==> config.mk <==
export PLATFORM = sky130hd
export DESIGN_NAME = window_scan_controller
export DESIGN_NICKNAME = d
export VERILOG_FILES = /design/src/rtl/window_scan_controller.sv
export SDC_FILE = /design/constraint.sdc
export NUM_CORES = 1
export LEC_CHECK = 0
export CAP_MARGIN = 20
export CORE_AREA = 3 3 79 81
export DETAILED_ROUTE_END_ITERATION = 8
export DIE_AREA = 0 0 82 84
export PLACE_DENSITY = 0.78
export SLEW_MARGIN = 20
export SYNTH_ARGS = -nofsm -noshare
export SYNTH_HDL_FRONTEND = slang
export SYNTH_SLANG_ARGS = --single-unit
export TNS_END_PERCENT = 30
==> constraint.sdc <==
create_clock -name clk -period 5.3 [get_ports clk]
set_input_delay 1.06 -clock clk [delete_from_list [all_inputs] [get_ports clk]]
set_output_delay 1.06 -clock clk [all_outputs]
set_load 0.03 [all_outputs]
==> src/rtl/window_scan_controller.sv <==
// Serpentine window scan sequencer: walks the propagation buffer across a frame,
// handshaking buffer fill, window shift, ready and kernel completion per position.
module window_scan_controller #(
    parameter int COLS        = 8,
    parameter int ROWS        = 8,
    parameter int RDY_TIMEOUT = 4
) (
    input  logic        clk,
    input  logic        n_rst,
    input  logic        start,
    input  logic        abort,
    input  logic        buf_valid,
    input  logic        ready,
    input  logic        kernel_done,
    output logic        buf_req,
    output logic        done,
    output logic [1:0]  next_dir,
    output logic        kernel_start,
    output logic [15:0] win_x,
    output logic [15:0] win_y,
    output logic        busy,
    output logic        frame_done,
    output logic        err
);

    localparam int CW = $clog2(RDY_TIMEOUT + 1);

    localparam logic [1:0] DIR_RIGHT = 2'b00;
    localparam logic [1:0] DIR_LEFT  = 2'b01;
    localparam logic [1:0] DIR_DOWN  = 2'b10;

    typedef enum logic [2:0] {
        S_IDLE,
        S_REQ,
        S_ISSUE,
        S_WAIT_RDY,
        S_KSTART,
        S_KWAIT,
        S_FDONE
    } state_t;

    state_t         state_q, state_d;
    logic           dir_left_q, dir_left_d;
    logic [1:0]     pend_q, pend_d;
    logic [CW-1:0]  cnt_q, cnt_d;
    logic [15:0]    x_q, x_d;
    logic [15:0]    y_q, y_d;
    logic           err_q, err_d;

    logic           buf_req_q, buf_req_d;
    logic           done_q, done_d;
    logic [1:0]     next_dir_q, next_dir_d;
    logic           kstart_q, kstart_d;
    logic           busy_q, busy_d;
    logic           fdone_q, fdone_d;

    logic           last_pos;
    logic           at_right_end;
    logic           at_left_end;

    assign at_right_end = (x_q == 16'(COLS - 1));
    assign at_left_end  = (x_q == 16'd0);
    // Row parity decides which end of the last row terminates the frame.
    assign last_pos     = (y_q == 16'(ROWS - 1)) && (y_q[0] ? at_left_end : at_right_end);

    always_comb begin
        state_d    = state_q;
        dir_left_d = dir_left_q;
        pend_d     = pend_q;
        cnt_d      = cnt_q;
        x_d        = x_q;
        y_d        = y_q;
        err_d      = err_q;

        case (state_q)
            S_IDLE: begin
                if (start) begin
                    x_d        = 16'd0;
                    y_d        = 16'd0;
                    dir_left_d = 1'b0;
                    err_d      = 1'b0;
                    pend_d     = DIR_LEFT;
                    state_d    = S_REQ;
                end
            end
            S_REQ: begin
                if (buf_valid) begin
                    state_d = S_ISSUE;
                end
            end
            S_ISSUE: begin
                cnt_d   = '0;
                state_d = S_WAIT_RDY;
            end
            S_WAIT_RDY: begin
                if (ready) begin
                    state_d = S_KSTART;
                end else begin
                    cnt_d = cnt_q + 1'b1;
                    if (cnt_d == CW'(RDY_TIMEOUT)) begin
                        err_d   = 1'b1;
                        state_d = S_IDLE;
                    end
                end
            end
            S_KSTART: begin
                state_d = S_KWAIT;
            end
            S_KWAIT: begin
                if (kernel_done) begin
                    if (last_pos) begin
                        state_d = S_FDONE;
                    end else begin
                        state_d = S_REQ;
                        if (!dir_left_q && !at_right_end) begin
                            pend_d = DIR_RIGHT;
                            x_d    = x_q + 16'd1;
                        end else if (dir_left_q && !at_left_end) begin
                            pend_d = DIR_LEFT;
                            x_d    = x_q - 16'd1;
                        end else begin
                            pend_d     = DIR_DOWN;
                            y_d        = y_q + 16'd1;
                            dir_left_d = ~dir_left_q;
                        end
                    end
                end
            end
            S_FDONE: begin
                state_d = S_IDLE;
            end
            default: begin
                state_d = S_IDLE;
            end
        endcase

        // Abort wins over everything but leaves the scan position and error flag untouched.
        if (abort) begin
            state_d    = S_IDLE;
            dir_left_d = dir_left_q;
            pend_d     = pend_q;
            x_d        = x_q;
            y_d        = y_q;
            err_d      = err_q;
        end
    end

    always_comb begin
        busy_d     = (state_d != S_IDLE);
        buf_req_d  = (state_d == S_REQ);
        done_d     = (state_d == S_ISSUE);
        next_dir_d = (state_d == S_ISSUE) ? pend_d : 2'b00;
        kstart_d   = (state_d == S_KSTART);
        fdone_d    = (state_d == S_FDONE);
    end

    always_ff @(posedge clk or negedge n_rst) begin
        if (!n_rst) begin
            state_q    <= S_IDLE;
            dir_left_q <= 1'b0;
            pend_q     <= 2'b00;
            cnt_q      <= '0;
            x_q        <= 16'd0;
            y_q        <= 16'd0;
            err_q      <= 1'b0;
            buf_req_q  <= 1'b0;
            done_q     <= 1'b0;
            next_dir_q <= 2'b00;
            kstart_q   <= 1'b0;
            busy_q     <= 1'b0;
            fdone_q    <= 1'b0;
        end else begin
            state_q    <= state_d;
            dir_left_q <= dir_left_d;
            pend_q     <= pend_d;
            cnt_q      <= cnt_d;
            x_q        <= x_d;
            y_q        <= y_d;
            err_q      <= err_d;
            buf_req_q  <= buf_req_d;
            done_q     <= done_d;
            next_dir_q <= next_dir_d;
            kstart_q   <= kstart_d;
            busy_q     <= busy_d;
            fdone_q    <= fdone_d;
        end
    end

    assign buf_req      = buf_req_q;
    assign done         = done_q;
    assign next_dir     = next_dir_q;
    assign kernel_start = kstart_q;
    assign win_x        = x_q;
    assign win_y        = y_q;
    assign busy         = busy_q;
    assign frame_done   = fdone_q;
    assign err          = err_q;

endmodule

==> impl_metrics.json, run 1 <==
{
  "slew_headroom_pct": 35.8,
  "ff2ff_path_depth": 13,
  "io_buffers": 46,
  "synth_xor_area_share_pct": 8.27,
  "place_area_mm2": 0.00350,
  "antennaDiodeCount": 0,
  "cts_buffer_depth": 2,
  "fin_setup_tns_ps": 0,
  "drc": 0,
  "dr.first_iter.drc_count": 211,
  "grt_overflow": 0,
  "worst_pin_slew_ps": 951,
  "initial_utilization_pct": 53.5,
  "cts_buffers": 5,
  "fill_cells": 452,
  "nets": 388,
  "grt_pass1_vias": 2537,
  "ant_nets": 0,
  "fin_crit_sh_pct": 78.3,
  "cts_root_buf": "clkbuf_8",
  "drive_above_1_share_pct": 4.96,
  "grt_util_all_layers_pct": 21.0,
  "ctsHoldBuffers": 0,
  "core_mm2": 0.00554,
  "synthArstFlopShare_pct": 100,
  "hold_viol_final": 0,
  "period_needed_ps": 4150,
  "die_w_um": 82,
  "cap_violations": 0,
  "ys_types": 49,
  "die_area_mm2": 0.00689,
  "cts_tree": "yes",
  "r2r_slack_ps": 1150,
  "syn_inst": 315,
  "whs_path_depth": 2,
  "synth_fp_nets": 341,
  "cts.clk_slew.worst_paths_ps": 90,
  "cts_resized": 0,
  "area_delta_synth_final_pct": 21.9,
  "r2r_end": "win_x[15]",
  "cts.sinks": 49,
  "p_leak_nw": 1.66,
  "crit_type": "flop to flop",
  "num_vias": 2567,
  "vdd_drop_max_mv": 0.128,
  "setup_slack_ps": 1150,
  "routed_via_density": 5.90,
  "cp_max_fo": 10,
  "die_h_um": 84,
  "synthAdderAreaFrac_pct": 8.27,
  "gp_congestion": 0.930,
  "r2r_start": "win_x[8]",
  "synth_area_mm2": 0.00297,
  "hold_class": "flop to flop",
  "synth_simple_gate_area_share_pct": 19.2,
  "dpl.hpwl_um": 4860,
  "drv_slew": 0,
  "muxShareOfSynthArea_pct": 1.05,
  "antenna_found_initial": 0,
  "fin_worst_skew_ps": 5.67,
  "synth_edf_count": 0,
  "dp_slack_ps": 1140,
  "h-tree-depth": 2,
  "worstHoldStart": "pend_q[0]",
  "p_per_area_mw_per_mm2": 214,
  "holdWs_ps": 511,
  "status": "completed",
  "io_pins": 47,
  "max_freq_mhz": 241,
  "ys.flop_type": "dfrtp_1",
  "worstPathRequired_ps": 5520,
  "syn_area_per_cell_um2": 9.41,
  "rsz0062_at_grt": "false",
  "ys_seq_area_share_pct": 41.4,
  "grt_first_pass_wirelength_um": 11500,
  "end_kind": "flop",
  "setup_viol": 0,
  "synth_top_family_by_area": "simple AND/OR/NAND/NOR gates",
  "drt-total-wl_um": 6690,
  "firstDrtPassIters": 4,
  "grt_max_degree": 50,
  "fp-row-count": 27,
  "cp-start-kind": "flop",
  "insertion_delay_ps": 300,
  "whs_endpoint": "pend_q[0]",
  "yosys_warnings": 0,
  "cp.arrival_ps": 4370,
  "finalInstanceArea_mm2": 0.00361,
  "synth_compound_area_share_pct": 18.9,
  "post-cts-setup-buffers": 0,
  "wire_per_inst_um": 15.4,
  "synth-seq-cells": 49
}
## metrics by stage
step	std cells	utilization, %	power, mW
floorplan	315	-	0.472
global placement	427	63.1	0.505
detailed placement	427	63.1	0.507
CTS	435	65.2	0.787
global route	435	65.2	0.817
finish	435	65.2	0.775
## state kept, by name, indices dropped and copies added, names as in the netlist
signal,flops
busy,1
err,1
buf_req,1
done,1
win_y,16
state_q,3
pend_q,2
frame_done,1
next_dir,2
dir_left_q,1
win_x,16
kernel_start,1
cnt_q,3
## cell usage after synthesis, types with 8 or more instances
cell type   n  share of area (%)
nand3_1    16                2.7
ha_1       18                7.6
nor2_1     31                3.9
o21ai_0    18                3.0
inv_1      12                1.5
nor3_1     10                1.7
a22o_1      9                2.7
clkbuf_1    8                1.0
nand2_1    25                3.2
xnor2_1    12                3.5
xor2_1     16                4.7
dfrtp_1    49                 41
a21oi_1    15                2.5
## cell families (layout without fill, tap and decap cells)
group / after synthesis / in the layout
and+or+nand+nor: 116 / 116
AOI/OAI and AO/OA: 78 / 78
DFF: 49 / 49
xor gates and xnor gates: 28 / 28
buffers and inverters: 22 / 70
adders and majority gates: 19 / 19
muxes: 3 / 3
## routing by layer
layer / up-vias / wire length, µm / track usage (%)
li1: 1241 / - / -
met1: 1233 / 2960 / 26.2
met2: 73 / 3250 / 34.8
met3: 20 / 287 / 3.89
met4: 0 / 194 / 8.91
met5: - / 0 / 0
## where the power goes
group          internal, mW  total (mW)  switching, mW
Clock                 0.154       0.276          0.122
Sequential            0.389       0.407         0.0180
Combinational        0.0394      0.0918         0.0524
Total                 0.583       0.775          0.192
## worst max-delay path: stages (launching register included)
cell	delay [ps]
dfrtp_1	420
nor4_1	440
nand4_1	190
o21bai_1	530
buf_4	290
ha_1	320
a21o_1	220
a21o_1	190
a21oi_1	210
a21oi_1	100
a2111oi_0	480
xor2_1	150
or4_1	430
o21ai_0	90
## layout make-up
class | instances | area (µm²) | area share [%]
clock buffers | 7 | 86.3 | 2.39
clock inverters | 1 | 30.0 | 0.831
inverters | 12 | 45.0 | 1.25
flip-flops and latches | 49 | 1230 | 33.9
well taps | 72 | 90.1 | 2.49
repair buffers | 50 | 485 | 13.4
multi-input cells | 244 | 1650 | 45.7
## worst max-delay path by stage
stage                   from         to  slack [ps]  depth (start not counted)
floorplan           win_x[3]  win_x[15]        1240                         13
global placement    win_x[8]  win_x[15]        1330                         12
detailed placement  win_x[8]  win_x[15]        1140                         13
CTS                 win_x[8]  win_x[15]        1120                         13
global route        win_x[8]  win_x[15]         780                         12
finish              win_x[8]  win_x[15]        1150                         13
## cell usage in the layout, fill, tap and decap left out, types with 7 or more instances in the layout
cell and n:
dfrtp_1 49, clkdlybuf4s50_1 45, nor2_1 31, nand2_1 25, o21ai_0 18, ha_1 18
nand3_1 16, xor2_1 16, a21oi_1 15, inv_1 12, xnor2_1 12, nor3_1 10
a22o_1 9, and3_1 7
Note: power is estimated with default switching activity, not from simulation.
==> inputs of run 2 (changes only) <==
--- a/config.mk
+++ b/config.mk
@@ -6,10 +6,10 @@
 export NUM_CORES = 1
 export LEC_CHECK = 0
 export CAP_MARGIN = 20
-export CORE_AREA = 3 3 79 81
+export CORE_AREA = 3 3 82 84
 export DETAILED_ROUTE_END_ITERATION = 8
-export DIE_AREA = 0 0 82 84
-export PLACE_DENSITY = 0.78
+export DIE_AREA = 0 0 85 87
+export PLACE_DENSITY = 0.76
 export SLEW_MARGIN = 20
 export SYNTH_ARGS = -nofsm -noshare
 export SYNTH_HDL_FRONTEND = slang
==> constraint.sdc (replaced) <==
create_clock -name clk -period 3.32 [get_ports clk]
set_input_delay 0.664 -clock clk [delete_from_list [all_inputs] [get_ports clk]]
set_output_delay 0.664 -clock clk [all_outputs]
set_load 0.03 [all_outputs]
==> run 2 against run 1 <==
Fmax grew 26%. Sequential share of layout area down 1.9 points. Register-to-register slack got worse by 1100 ps. Largest power group unchanged. Critical endpoint unchanged. Clock-buffer cell count fell by 2. First-iteration DRC count shrank 43%. Utilization shrank 0.94 points.
==> impl_metrics.json, run 2 (synthesized netlist as in run 1, its figures left out) <==
{
  "cts_root_buf": "clkbuf_8",
  "die_h_um": 87,
  "io_pins": 47,
  "grt_util_all_layers_pct": 19.4,
  "io_buffers": 46,
  "die_area_mm2": 0.00740,
  "holdWs_ps": 356,
  "die_w_um": 85,
  "crit_path_start": "win_x[8]",
  "worstPathRequired_ps": 3560,
  "highest_layer": "met4",
  "crit_type": "flop to flop",
  "fin_setup_tns_ps": 0,
  "cap_violations": 0,
  "fin_worst_skew_ps": 7.00,
  "firstDrtPassIters": 4,
  "cp.arrival_ps": 3520,
  "place_area_mm2": 0.00362,
  "cp_max_fo": 6,
  "cts_buffers": 5,
  "gp_congestion": 0.933,
  "grt_pass1_vias": 2544,
  "setup_slack_ps": 39.8,
  "fin_crit_sh_pct": 98.8,
  "dr.first_iter.drc_count": 120,
  "h-tree-depth": 2,
  "core_mm2": 0.00599,
  "dp_slack_ps": -76.6,
  "vdd_drop_max_mv": 0.268,
  "crit_path_top_delay_cell": "dfrtp_2",
  "cts.sinks": 49,
  "slowest_delay_ps": 450,
  "antenna_found_initial": 0,
  "wire_per_inst_um": 15.4,
  "wl_met3_um": 301,
  "grt_max_degree": 50,
  "cts_tree": "yes",
  "grt_first_pass_wirelength_um": 11700,
  "layout_common_cells": "clkdlybuf4s50_1, dfrtp_1, nor2_1, nand2_1, buf_4",
  "period_needed_ps": 3280,
  "path_cells": "nor4_4 -> nand4_1 -> o21bai_4 -> buf_4 -> buf_6 -> ha_1 -> a21o_1 -> a21o_1 -> a21oi_2 -> a21oi_2 -> a2111oi_4 -> xor2_1 -> or4_1 -> o21ai_0",
  "wl_met2_um": 3300,
  "end_kind": "flop",
  "hold_viol_final": 0,
  "hold_class": "input pin to async pin",
  "dpl.hpwl_um": 5030,
  "finalInstanceArea_mm2": 0.00385,
  "drive_above_1_share_pct": 14.7,
  "p_leak_nw": 1.75,
  "insertion_delay_ps": 310,
  "rsz0062_at_grt": "true",
  "path_buf_inv": 2,
  "dp_cells": 441,
  "drt-total-wl_um": 7030,
  "antennaDiodeCount": 0,
  "stdcell_count": 456,
  "worst_pin_slew_ps": 679,
  "num_vias": 2557,
  "cts_buffer_depth": 2,
  "r2r_start": "win_x[8]",
  "initial_utilization_pct": 49.5,
  "nets": 406,
  "ant_nets": 0,
  "routed_via_density": 5.61,
  "drv_slew": 0,
  "setup_viol": 0,
  "max_freq_mhz": 305,
  "status": "completed",
  "cp-start-kind": "flop",
  "drt-met1-wl_um": 3310,
  "p_per_area_mw_per_mm2": 305,
  "drc": 0,
  "final_common_cell": "clkdlybuf4s50_1",
  "area_delta_synth_final_pct": 29.9,
  "critical_path.top_delay_family": "compound AO/OA/AOI/OAI gates",
  "cts.clk_slew.worst_paths_ps": 100,
  "slew_headroom_pct": 54.6,
  "fp-row-count": 28,
  "grt_overflow": 0
}
## run 2: cell count changes in the layout (fill, tap and decap cells not counted), sizes merged
cell,previous run,this run
bufinv,1,0
clkinv,0,1
clkinvlp,0,1
inv,12,13
clkbuf,7,5
buf,5,23
## run 2: stage by stage
step / utilization, % / total power [mW]
floorplan: - / 0.754
global placement: 60.5 / 0.805
detailed placement: 60.5 / 0.809
CTS: 62.5 / 1.18
global route: 64.3 / 1.23
finish: 64.3 / 1.18
## run 2: power breakdown
| part | switching (mW) | total (mW) | internal [mW] |
|---|---|---|---|
| Combinational | 0.0826 | 0.146 | 0.0637 |
| Sequential | 0.0297 | 0.652 | 0.622 |
| Clock | 0.226 | 0.378 | 0.153 |
| Total | 0.338 | 1.18 | 0.838 |
## run 2: timing repair
action	4_1_cts	5_1_grt
hold buffers	0	0
resized for setup	2	17
pin swaps	2	10
setup endpoints to repair	1	7
buffers inserted	2	5
## run 2: layout make-up
cell class | count | area [µm²]
Tap cell | 75 | 93.8
Multi-Input combinational cell | 244 | 1750
Clock inverter | 3 | 25.0
Inverter | 12 | 45.0
Sequential cell | 49 | 1230
Clock buffer | 5 | 68.8
Timing Repair Buffer | 68 | 634
Fill cell | 484 | 2140
## run 2: final timing paths
path,to,cells after the start,slack [ps]
worst max-delay path,win_x[15],14,40
worst min-delay path,cnt_q[2],1,360
worst max register to register,win_x[15],14,40
worst min register to register,pend_q[0],2,510
max in group asynchronous,win_x[8],1,2530
min in group clk,pend_q[0],2,510
## run 2: layer usage
| metal | global-route usage, % | up-vias |
|---|---|---|
| met5 | 0 | - |
| met4 | 6.47 | 0 |
| met3 | 4.73 | 11 |
| met2 | 31.6 | 53 |
| met1 | 25.4 | 1218 |
| li1 | - | 1275 |
